==> src/rtl/wb_regfile_pkg.sv <==
// Shared processor constants used by the pipeline buffers and the register
// file: data width, register address width and the resulting register count.
package wb_regfile_pkg;

    localparam int unsigned DATA_W   = 16;
    localparam int unsigned ADDR_W   = 3;
    localparam int unsigned NUM_REGS = 1 << ADDR_W;

endpackage

==> src/rtl/wb_regfile_scoreboard.sv <==
// reg_scoreboard: one busy bit per architectural register, tracking
// destinations that have been issued but not yet written back.
//   clk, rst             : clock, synchronous active-high reset
//   wb_en, write_add     : write-back clears busy[write_add]
//   read_add1/2, use1/2  : decode-stage sources and their consumption flags
//   issue_en, issue_add  : request to mark issue_add busy (dropped on stall)
//   stall                : hazard stall to fetch/decode
module reg_scoreboard #(
    parameter int unsigned ADDR_W = 3
) (
    input  logic              clk,
    input  logic              rst,
    input  logic              wb_en,
    input  logic [ADDR_W-1:0] write_add,
    input  logic [ADDR_W-1:0] read_add1,
    input  logic [ADDR_W-1:0] read_add2,
    input  logic              use1,
    input  logic              use2,
    input  logic              issue_en,
    input  logic [ADDR_W-1:0] issue_add,
    output logic              stall
);

    localparam int unsigned DEPTH = 1 << ADDR_W;

    logic [DEPTH-1:0] busy;
    logic [DEPTH-1:0] busy_next;
    logic             eff_busy1;
    logic             eff_busy2;
    logic             accept;

    // A write-back landing this cycle resolves the hazard for that source,
    // since its data is forwarded through the bypass.
    always_comb begin
        eff_busy1 = busy[read_add1] & ~(wb_en && (write_add == read_add1));
        eff_busy2 = busy[read_add2] & ~(wb_en && (write_add == read_add2));
        stall     = ~rst & ((use1 & eff_busy1) | (use2 & eff_busy2));
        accept    = issue_en & ~stall;
    end

    // Clear before set so a same-register issue and write-back leaves busy set.
    always_comb begin
        busy_next = busy;
        if (wb_en) begin
            busy_next[write_add] = 1'b0;
        end
        if (accept) begin
            busy_next[issue_add] = 1'b1;
        end
    end

    always_ff @(posedge clk) begin
        if (rst) begin
            busy <= '0;
        end else begin
            busy <= busy_next;
        end
    end

endmodule

==> src/rtl/wb_regfile.sv <==
// wb_regfile: register file with same-cycle write-back bypass and a busy-bit
// scoreboard that stalls decode on read-after-issue hazards.
//   clk, rst                 : clock, synchronous active-high reset
//   wb_en, write_add_in,
//   write_data_in            : write-back port from the memory/write-back buffer
//   read_add1/2, use1/2      : decode source addresses and consumption flags
//   issue_en, issue_add      : destination being issued (marked pending)
//   read_data1/2             : combinational source operands
//   stall                    : hazard stall to fetch/decode
module wb_regfile
    import wb_regfile_pkg::*;
#(
    parameter int unsigned DATA_W = wb_regfile_pkg::DATA_W,
    parameter int unsigned ADDR_W = wb_regfile_pkg::ADDR_W
) (
    input  logic              clk,
    input  logic              rst,
    input  logic              wb_en,
    input  logic [ADDR_W-1:0] write_add_in,
    input  logic [DATA_W-1:0] write_data_in,
    input  logic [ADDR_W-1:0] read_add1,
    input  logic [ADDR_W-1:0] read_add2,
    input  logic              use1,
    input  logic              use2,
    input  logic              issue_en,
    input  logic [ADDR_W-1:0] issue_add,
    output logic [DATA_W-1:0] read_data1,
    output logic [DATA_W-1:0] read_data2,
    output logic              stall
);

    localparam int unsigned DEPTH = 1 << ADDR_W;

    logic [DATA_W-1:0] regs [DEPTH];

    always_ff @(posedge clk) begin
        if (rst) begin
            regs <= '{default: '0};
        end else if (wb_en) begin
            regs[write_add_in] <= write_data_in;
        end
    end

    // While rst is high the array reads as zero, but a concurrent write-back
    // is still forwarded so the bypass path never depends on reset timing.
    always_comb begin
        read_data1 = rst ? '0 : regs[read_add1];
        read_data2 = rst ? '0 : regs[read_add2];
        if (wb_en && (write_add_in == read_add1)) begin
            read_data1 = write_data_in;
        end
        if (wb_en && (write_add_in == read_add2)) begin
            read_data2 = write_data_in;
        end
    end

    reg_scoreboard #(
        .ADDR_W (ADDR_W)
    ) u_scoreboard (
        .clk       (clk),
        .rst       (rst),
        .wb_en     (wb_en),
        .write_add (write_add_in),
        .read_add1 (read_add1),
        .read_add2 (read_add2),
        .use1      (use1),
        .use2      (use2),
        .issue_en  (issue_en),
        .issue_add (issue_add),
        .stall     (stall)
    );

endmodule

==> config.mk <==
export PLATFORM = sky130hd
export DESIGN_NAME = wb_regfile
export DESIGN_NICKNAME = d
export VERILOG_FILES = /design/src/rtl/wb_regfile_pkg.sv /design/src/rtl/wb_regfile_scoreboard.sv /design/src/rtl/wb_regfile.sv
export SDC_FILE = /design/constraint.sdc
export NUM_CORES = 1
export LEC_CHECK = 0
export CAP_MARGIN = 25
export CORE_MARGIN = 3
export CORE_UTILIZATION = 38
export DETAILED_ROUTE_END_ITERATION = 8
export HOLD_SLACK_MARGIN = 0.08
export PLACE_DENSITY_LB_ADDON = 0.05
export SLEW_MARGIN = 0
export SYNTH_ARGS = -nofsm -noshare
export SYNTH_HDL_FRONTEND = slang
export SYNTH_SLANG_ARGS = --single-unit
==> constraint.sdc <==
create_clock -name clk -period 1.86 [get_ports clk]
set_input_delay 0.279 -clock clk [delete_from_list [all_inputs] [get_ports clk]]
set_output_delay 0.279 -clock clk [all_outputs]
set_load 0.02 [all_outputs]
After elaboration in Yosys (flattened, before gate mapping)
Cells that the tools add are included.

Register bits: 136. Input port bits: 34. Logic and storage cells: 66.

Bitwise operators: 17. Reductions and logical operators: 5. Equal/unequal tests: 2. $lt $le $gt $ge: 10. Muxes and demuxes: 23.

Operator list (number): $mux W16 (9); $bwmux W128 (1); $bmux W16 S3 (2); $demux W16 S3 (1); $lt A3 B4 Y1 const B (4); $mux W8 (2); $ge A4 B4 Y1 const B (3); $not A3 Y4 (3); $and A8 B8 Y8 (1); $not A8 Y8 (1); $or A8 B8 Y8 (1); $and A1 B1 Y1 (6); $bmux W1 S3 (2); $demux W1 S3 (2); $eq A3 B3 Y1 (2); $ge A3 B1 Y1 const B (2); $logic_and A1 B1 Y1 (5); $lt A4 B1 Y1 const B (1); $mux W1 (4); $not A1 Y1 (4); $or A1 B1 Y1 (1).

Longest topological paths before layout
Gate-level depths: netlist of run 1.

Depth after elaboration: 10. Depth in mapped cells: 8.

Hierarchy
A second synthesis of run 1 with hierarchy kept.

Cell total of the unflattened synthesis: 850. Area total of the unflattened synthesis: 7870.0 um2.

Modules (own cells, without submodules): wb_regfile (cells each 771, seq. area each 2562.5 um2, area each 7204.4 um2, instances 1); reg_scoreboard (cells each 79, seq. area each 160.2 um2, area each 665.6 um2, instances 1).

Least setup slack after synthesis of run 1
OpenSTA, ideal clock, no wires.

Kind: input to output. Start point: input port write_add_in[0]. End point: output port read_data2[10]. Stages on the path: 8. Arrival time: 1.836 ns. Slack: -0.255 ns. Path through: buf_4 -> xnor2_1 -> and4_4 -> buf_6 -> or2_1 -> clkbuf_1 -> clkbuf_1 -> o21ai_0.

Word-level cells in the longest chain between the ends: 3.

Ends and longest elaborated chain: from (decl) (RTL line wb_regfile.sv:19) `input logic [ADDR_W-1:0] write_add_in,`; $eq A3 B3 Y1 (RTL line wb_regfile.sv:52) `if (wb_en && (write_add_in == read_add2)) begin`; $logic_and A1 B1 Y1 (RTL line wb_regfile.sv:52); $mux W16 (RTL line wb_regfile.sv:52); to (decl) (RTL line wb_regfile.sv:28) `output logic [DATA_W-1:0] read_data2,`.

Every way passes these cells.

Worst setup path in the final report of run 1
Start point: register u_scoreboard.busy[3]. End point: output port stall.

Word-level cells in the longest chain between the ends: 6. Elaborated cells between the ends (all ways): 10. Those cells by class: 4 x mux; 6 x bitwise.

Ends and longest elaborated chain: from (decl) (RTL line wb_regfile_scoreboard.sv:26) `logic [DEPTH-1:0] busy;`; from (signal assigned) (RTL line wb_regfile_scoreboard.sv:56) `busy <= busy_next;`; $bmux W1 S3, on equally long branches (RTL line wb_regfile_scoreboard.sv:35, wb_regfile_scoreboard.sv:36); $mux W1, on equally long branches (RTL line wb_regfile_scoreboard.sv:35, wb_regfile_scoreboard.sv:36); $and A1 B1 Y1, on equally long branches (RTL line wb_regfile_scoreboard.sv:35, wb_regfile_scoreboard.sv:36); $and A1 B1 Y1 (RTL line wb_regfile_scoreboard.sv:37) `stall = ~rst & ((use1 & eff_busy1) | (use2 & eff_busy2));`; $or A1 B1 Y1 * (RTL line wb_regfile_scoreboard.sv:37); $and A1 B1 Y1 * (RTL line wb_regfile_scoreboard.sv:37); to (decl) (RTL line wb_regfile.sv:29) `output logic stall`.

Mark *: on every way between the ends. The rest lies on a longest branch, timed or not. The select of a mux whose other input is x is not followed.

==> out/qor.json, run 1 <==
{
  "run_status": {"value": "complete, but fails checks"},
  "failing_checks": {"value": "negative setup slack"},
  "antenna_fix_cells": {"value": 0},
  "flip_flop_and_latch_count_after_synthesis": {"value": 136},
  "cts_num_sinks": {"value": 136},
  "gr_overflow_total": {"value": 0},
  "power": {"value": 7.80, "unit": "mW"},
  "floorplan.rows": {"value": 49},
  "yosysWarnings": {"value": 0},
  "area_delta_synth_final": {"value": 42.3, "unit": "%"},
  "final-setup-viol-count": {"value": 33},
  "layout-drive-gt1-share": {"value": 37.1, "unit": "%"},
  "p_switching": {"value": 1.91, "unit": "mW"},
  "cts_root_buffer": {"value": "sky130_fd_sc_hd__clkbuf_16"},
  "post-route-drc-count": {"value": 0},
  "vdd_ir_drop_max": {"value": 0.000596, "unit": "V"},
  "area_of_the_multi_input_gates": {"value": 0.00468, "unit": "mm2"},
  "synth_simple_gate_area_share": {"value": 19.0, "unit": "%"},
  "drt_iter0_markers": {"value": 511},
  "synth.top_cells.by_count": {"value": "sky130_fd_sc_hd__nand2_1 (298), sky130_fd_sc_hd__dfxtp_1 (136), sky130_fd_sc_hd__a21oi_1 (128)"},
  "minimum_setup_slack_in_the_final_design": {"value": -0.261, "unit": "ns"},
  "global_route_wire_length_before_repair": {"value": 41.0, "unit": "mm"},
  "post_synth_inst_count": {"value": 841},
  "final_cycle_utilization_of_the_critical_path": {"value": 114, "unit": "%"},
  "number_of_flops_mapped_to_enable_cells_by_yosys": {"value": 0},
  "core_area": {"value": 0.0183, "unit": "mm2"},
  "power-per-cell-area": {"value": 757, "unit": "mW/mm2"},
  "instances_no_fill": {"value": 1216},
  "track_usage": {"value": 26.4, "unit": "%"},
  "timing.final.max_slew_violations": {"value": 0},
  "library_cell_with_the_highest_instance_count_after_synthesis": {"value": "sky130_fd_sc_hd__nand2_1"},
  "fmax": {"value": 0.471, "unit": "GHz"},
  "setup_repair_after_global_routing_missed_its_margin": {"value": "yes"},
  "synth_async_sr_flop_share": {"value": 0, "unit": "%"},
  "route.final.wire_length": {"value": 26.7, "unit": "mm"},
  "synth_ff_type": {"value": "sky130_fd_sc_hd__dfxtp_1"},
  "vias_per_cell": {"value": 5.70},
  "floorplan.die.height": {"value": 144, "unit": "um"},
  "worst-endpoint-arrival": {"value": 1.84, "unit": "ns"},
  "route.detailed.wl_per_inst": {"value": 22.0, "unit": "um"},
  "filler_cell_count": {"value": 1617},
  "worstSetupPathType": {"value": "flip-flop to output pin"},
  "maximum_number_of_pins_on_one_net_before_global_route_repair": {"value": 49},
  "yosys.area_share.xor_xnor": {"value": 0.725, "unit": "%"},
  "yosysSeqAreaShare": {"value": 37.6, "unit": "%"},
  "port_buffer_cells": {"value": 66},
  "drv_cap": {"value": 0},
  "crit_path_max_fanout": {"value": 2},
  "avgSynthCellArea": {"value": 8.62, "unit": "um2"},
  "place_congestion": {"value": 0.822},
  "cts.clk_slew.worst_paths": {"value": 0.06, "unit": "ns"},
  "first_global_vias": {"value": 7174},
  "cts_tree": {"value": "built"},
  "depth_of_the_cts_h_tree": {"value": 4},
  "time_the_worst_path_needs_with_i_o_delays_and_setup": {"value": 2.12, "unit": "ns"},
  "dp_hpwl": {"value": 18.6, "unit": "mm"},
  "p_leak": {"value": 3.68, "unit": "nW"},
  "pin_count": {"value": 67},
  "synth_top_family_by_area": {"value": "multiplexers"},
  "worstHoldPathType": {"value": "flip-flop to flip-flop"},
  "cell_area_after_synthesis": {"value": 0.00725, "unit": "mm2"},
  "mappedNetlistNets": {"value": 875},
  "dr_total_vias": {"value": 6933},
  "number_of_antenna_violations_at_the_first_check_in_global_routing": {"value": 0},
  "final.setup_skew": {"value": 0.00183, "unit": "ns"},
  "floorplan.die_area": {"value": 0.0208, "unit": "mm2"},
  "post_synth_fa_ha_maj_area_fraction": {"value": 0, "unit": "%"},
  "yosys-top-cells-area": {"value": "sky130_fd_sc_hd__dfxtp_1 (38%), sky130_fd_sc_hd__mux4_2 (20%), sky130_fd_sc_hd__nand2_1 (15%), sky130_fd_sc_hd__a21oi_1 (8.8%), sky130_fd_sc_hd__mux2i_1 (4.8%)"},
  "switching_portion_of_total_power": {"value": 24.5, "unit": "%"},
  "cp_data_required_time": {"value": 1.58, "unit": "ns"},
  "drt.antenna.violating_nets": {"value": 0},
  "synth_mux_area_share": {"value": 25.3, "unit": "%"},
  "internal-power": {"value": 5.89, "unit": "mW"},
  "startpoint_class": {"value": "flip-flop"},
  "cts-buffers-inserted": {"value": 17},
  "yosys.cell_types.count": {"value": 38},
  "clockPowerShare": {"value": 45.9, "unit": "%"},
  "placed_cells": {"value": 1176},
  "worstSetupEndpointType": {"value": "output pin"},
  "worst_slew_pin_slew": {"value": 0.532, "unit": "ns"},
  "timing.slew.headroom": {"value": 64.5, "unit": "%"},
  "synth_compound_gate_area_share": {"value": 12.7, "unit": "%"},
  "first_pass_iters": {"value": 7},
  "start_util": {"value": 39.5, "unit": "%"},
  "final_util": {"value": 56.2, "unit": "%"},
  "clk_latency": {"value": 0.42, "unit": "ns"},
  "final-hold-violation-count": {"value": 0},
  "share_seq_of_total_power": {"value": 38.8, "unit": "%"},
  "ff_latch_area": {"value": 0.00278, "unit": "mm2"},
  "cts_buffer_depth": {"value": 2},
  "synth_area_leader_cell": {"value": "sky130_fd_sc_hd__dfxtp_1"},
  "relative_contribution_of_combinational_cells_to_total_power": {"value": 15.3, "unit": "%"},
  "layout.nets": {"value": 1010},
  "post-synth-top-area-fraction": {"value": 37.6, "unit": "%"},
  "die_span_in_x": {"value": 144, "unit": "um"},
  "cts_hold_buf": {"value": 0}
}
what timing repair did:
item | in CTS | in global routing
gates resized for setup | 290 | 41
cloned | 1 | 1
pin swaps | 18 | 6
endpoints found under the setup margin | 35 | 33
buffers inserted | 4 | 5
path summary, 6_finish.rpt:
path | from | to | slack [ns] | cells after the start
worst max-delay path | u_scoreboard.busy[3] | stall | -0.26 | 6
worst max register to register | u_scoreboard.busy[3] | u_scoreboard.busy[4] | 0.14 | 6
worst min-delay path | regs[71] | regs[71] | 0.46 | 2
worst min register to register | regs[71] | regs[71] | 0.46 | 2
power groups by stage:
| stage | clock network (mW) | logic, mW | registers [mW] |
|---|---|---|---|
| 6_report | 3.58 | 1.19 | 3.03 |
| 5_1_grt | 3.77 | 1.26 | 3.03 |
| 4_1_cts | 3.62 | 1.16 | 3.02 |
| 3_5_place_dp | 0 | 1.09 | 3.08 |
| 3_3_place_gp | 0 | 1.08 | 3.08 |
| 2_1_floorplan | 0 | 0.613 | 3.07 |
cells by family (layout without fill, tap and decap cells):
group | count (synthesis) | in the layout
and+or+nand+nor | 342 | 342
AOI/OAI and AO/OA | 173 | 173
DFF | 136 | 136
muxes | 103 | 103
buffers and inverters | 81 | 227
xor gates and xnor gates | 6 | 6
final cells by class:
type,count,area share [%]
clock buffer,20,4.23
timing repair buffer,196,18.9
tap,229,2.78
multi-input combinational,624,45.4
sequential,136,26.9
inverter,1,0.0364
clock inverter,10,1.72
critical path, stage by stage, from the launching register on:
cell	delay (ns)
sky130_fd_sc_hd__dfxtp_2	0.33
sky130_fd_sc_hd__mux2_4	0.15
sky130_fd_sc_hd__o22ai_1	0.06
sky130_fd_sc_hd__or4_1	0.51
sky130_fd_sc_hd__o31a_1	0.16
sky130_fd_sc_hd__nor2_4	0.09
sky130_fd_sc_hd__buf_6	0.12
metrics by stage:
| step | setup slack, ns | cell area, um2 | TNS (ns) | hold slack (ns) |
|---|---|---|---|---|
| final | -0.261 | 10300 | -3.75 | 0.459 |
| after global routing | -0.320 | 10300 | -5.78 | 0.476 |
| after CTS | -0.272 | 10200 | -4.54 | 0.456 |
| after detailed placement | -0.951 | 9230 | -43.67 | 0.461 |
| after global placement | -0.929 | 9230 | -39.83 | 0.448 |
| after floorplan | -0.0812 | 7540 | -0.878 | 0.413 |
registers in the layout, indices dropped and copies added, names as in the netlist:
name / count
regs: 128
u_scoreboard.busy: 8
layer usage:
layer  vias to the layer above  track usage, %  routed length [um]
li1                       3199               -                   -
met1                      3422            33.9               11000
met2                       267            44.0               13400
met3                        45            5.72                1670
met4                         0            9.42                 718
met5                         -               0                   0
cell usage in the layout (no fill, tap or decap), types with 3 or more instances in the layout:
cell type / netlist / final
sky130_fd_sc_hd__and3_1: 3 / 3
sky130_fd_sc_hd__dfxtp_1: 136 / 94
sky130_fd_sc_hd__clkbuf_1: 62 / 3
sky130_fd_sc_hd__mux4_2: 64 / 64
sky130_fd_sc_hd__clkdlybuf4s15_1: 0 / 3
sky130_fd_sc_hd__buf_6: 3 / 34
sky130_fd_sc_hd__mux2i_2: 0 / 10
sky130_fd_sc_hd__a21oi_1: 128 / 128
sky130_fd_sc_hd__nand2b_1: 6 / 6
sky130_fd_sc_hd__clkdlybuf4s50_1: 0 / 22
sky130_fd_sc_hd__nor2_1: 10 / 9
sky130_fd_sc_hd__mux2i_4: 0 / 12
sky130_fd_sc_hd__nor2b_1: 6 / 6
sky130_fd_sc_hd__nand2_1: 298 / 297
sky130_fd_sc_hd__o21ai_4: 0 / 19
sky130_fd_sc_hd__clkinv_2: 0 / 4
sky130_fd_sc_hd__clkbuf_16: 0 / 18
sky130_fd_sc_hd__buf_4: 1 / 106
sky130_fd_sc_hd__buf_12: 0 / 20
sky130_fd_sc_hd__dfxtp_2: 0 / 42
sky130_fd_sc_hd__buf_2: 11 / 5
sky130_fd_sc_hd__mux2i_1: 35 / 13
sky130_fd_sc_hd__o21ai_2: 0 / 7
sky130_fd_sc_hd__o21ai_1: 0 / 6
sky130_fd_sc_hd__nand3_1: 5 / 5
sky130_fd_sc_hd__bufinv_16: 0 / 5
sky130_fd_sc_hd__a32o_1: 7 / 7
(Power assumes the default switching activity.)
==> inputs of run 2 (changes only) <==
--- a/config.mk
+++ b/config.mk
@@ -15,3 +15,4 @@
 export SYNTH_ARGS = -nofsm -noshare
 export SYNTH_HDL_FRONTEND = slang
 export SYNTH_SLANG_ARGS = --single-unit
+export TNS_END_PERCENT = 100
==> results of run 2 <==
No change in the layout: final DEF, timing and power equal those of run 1.
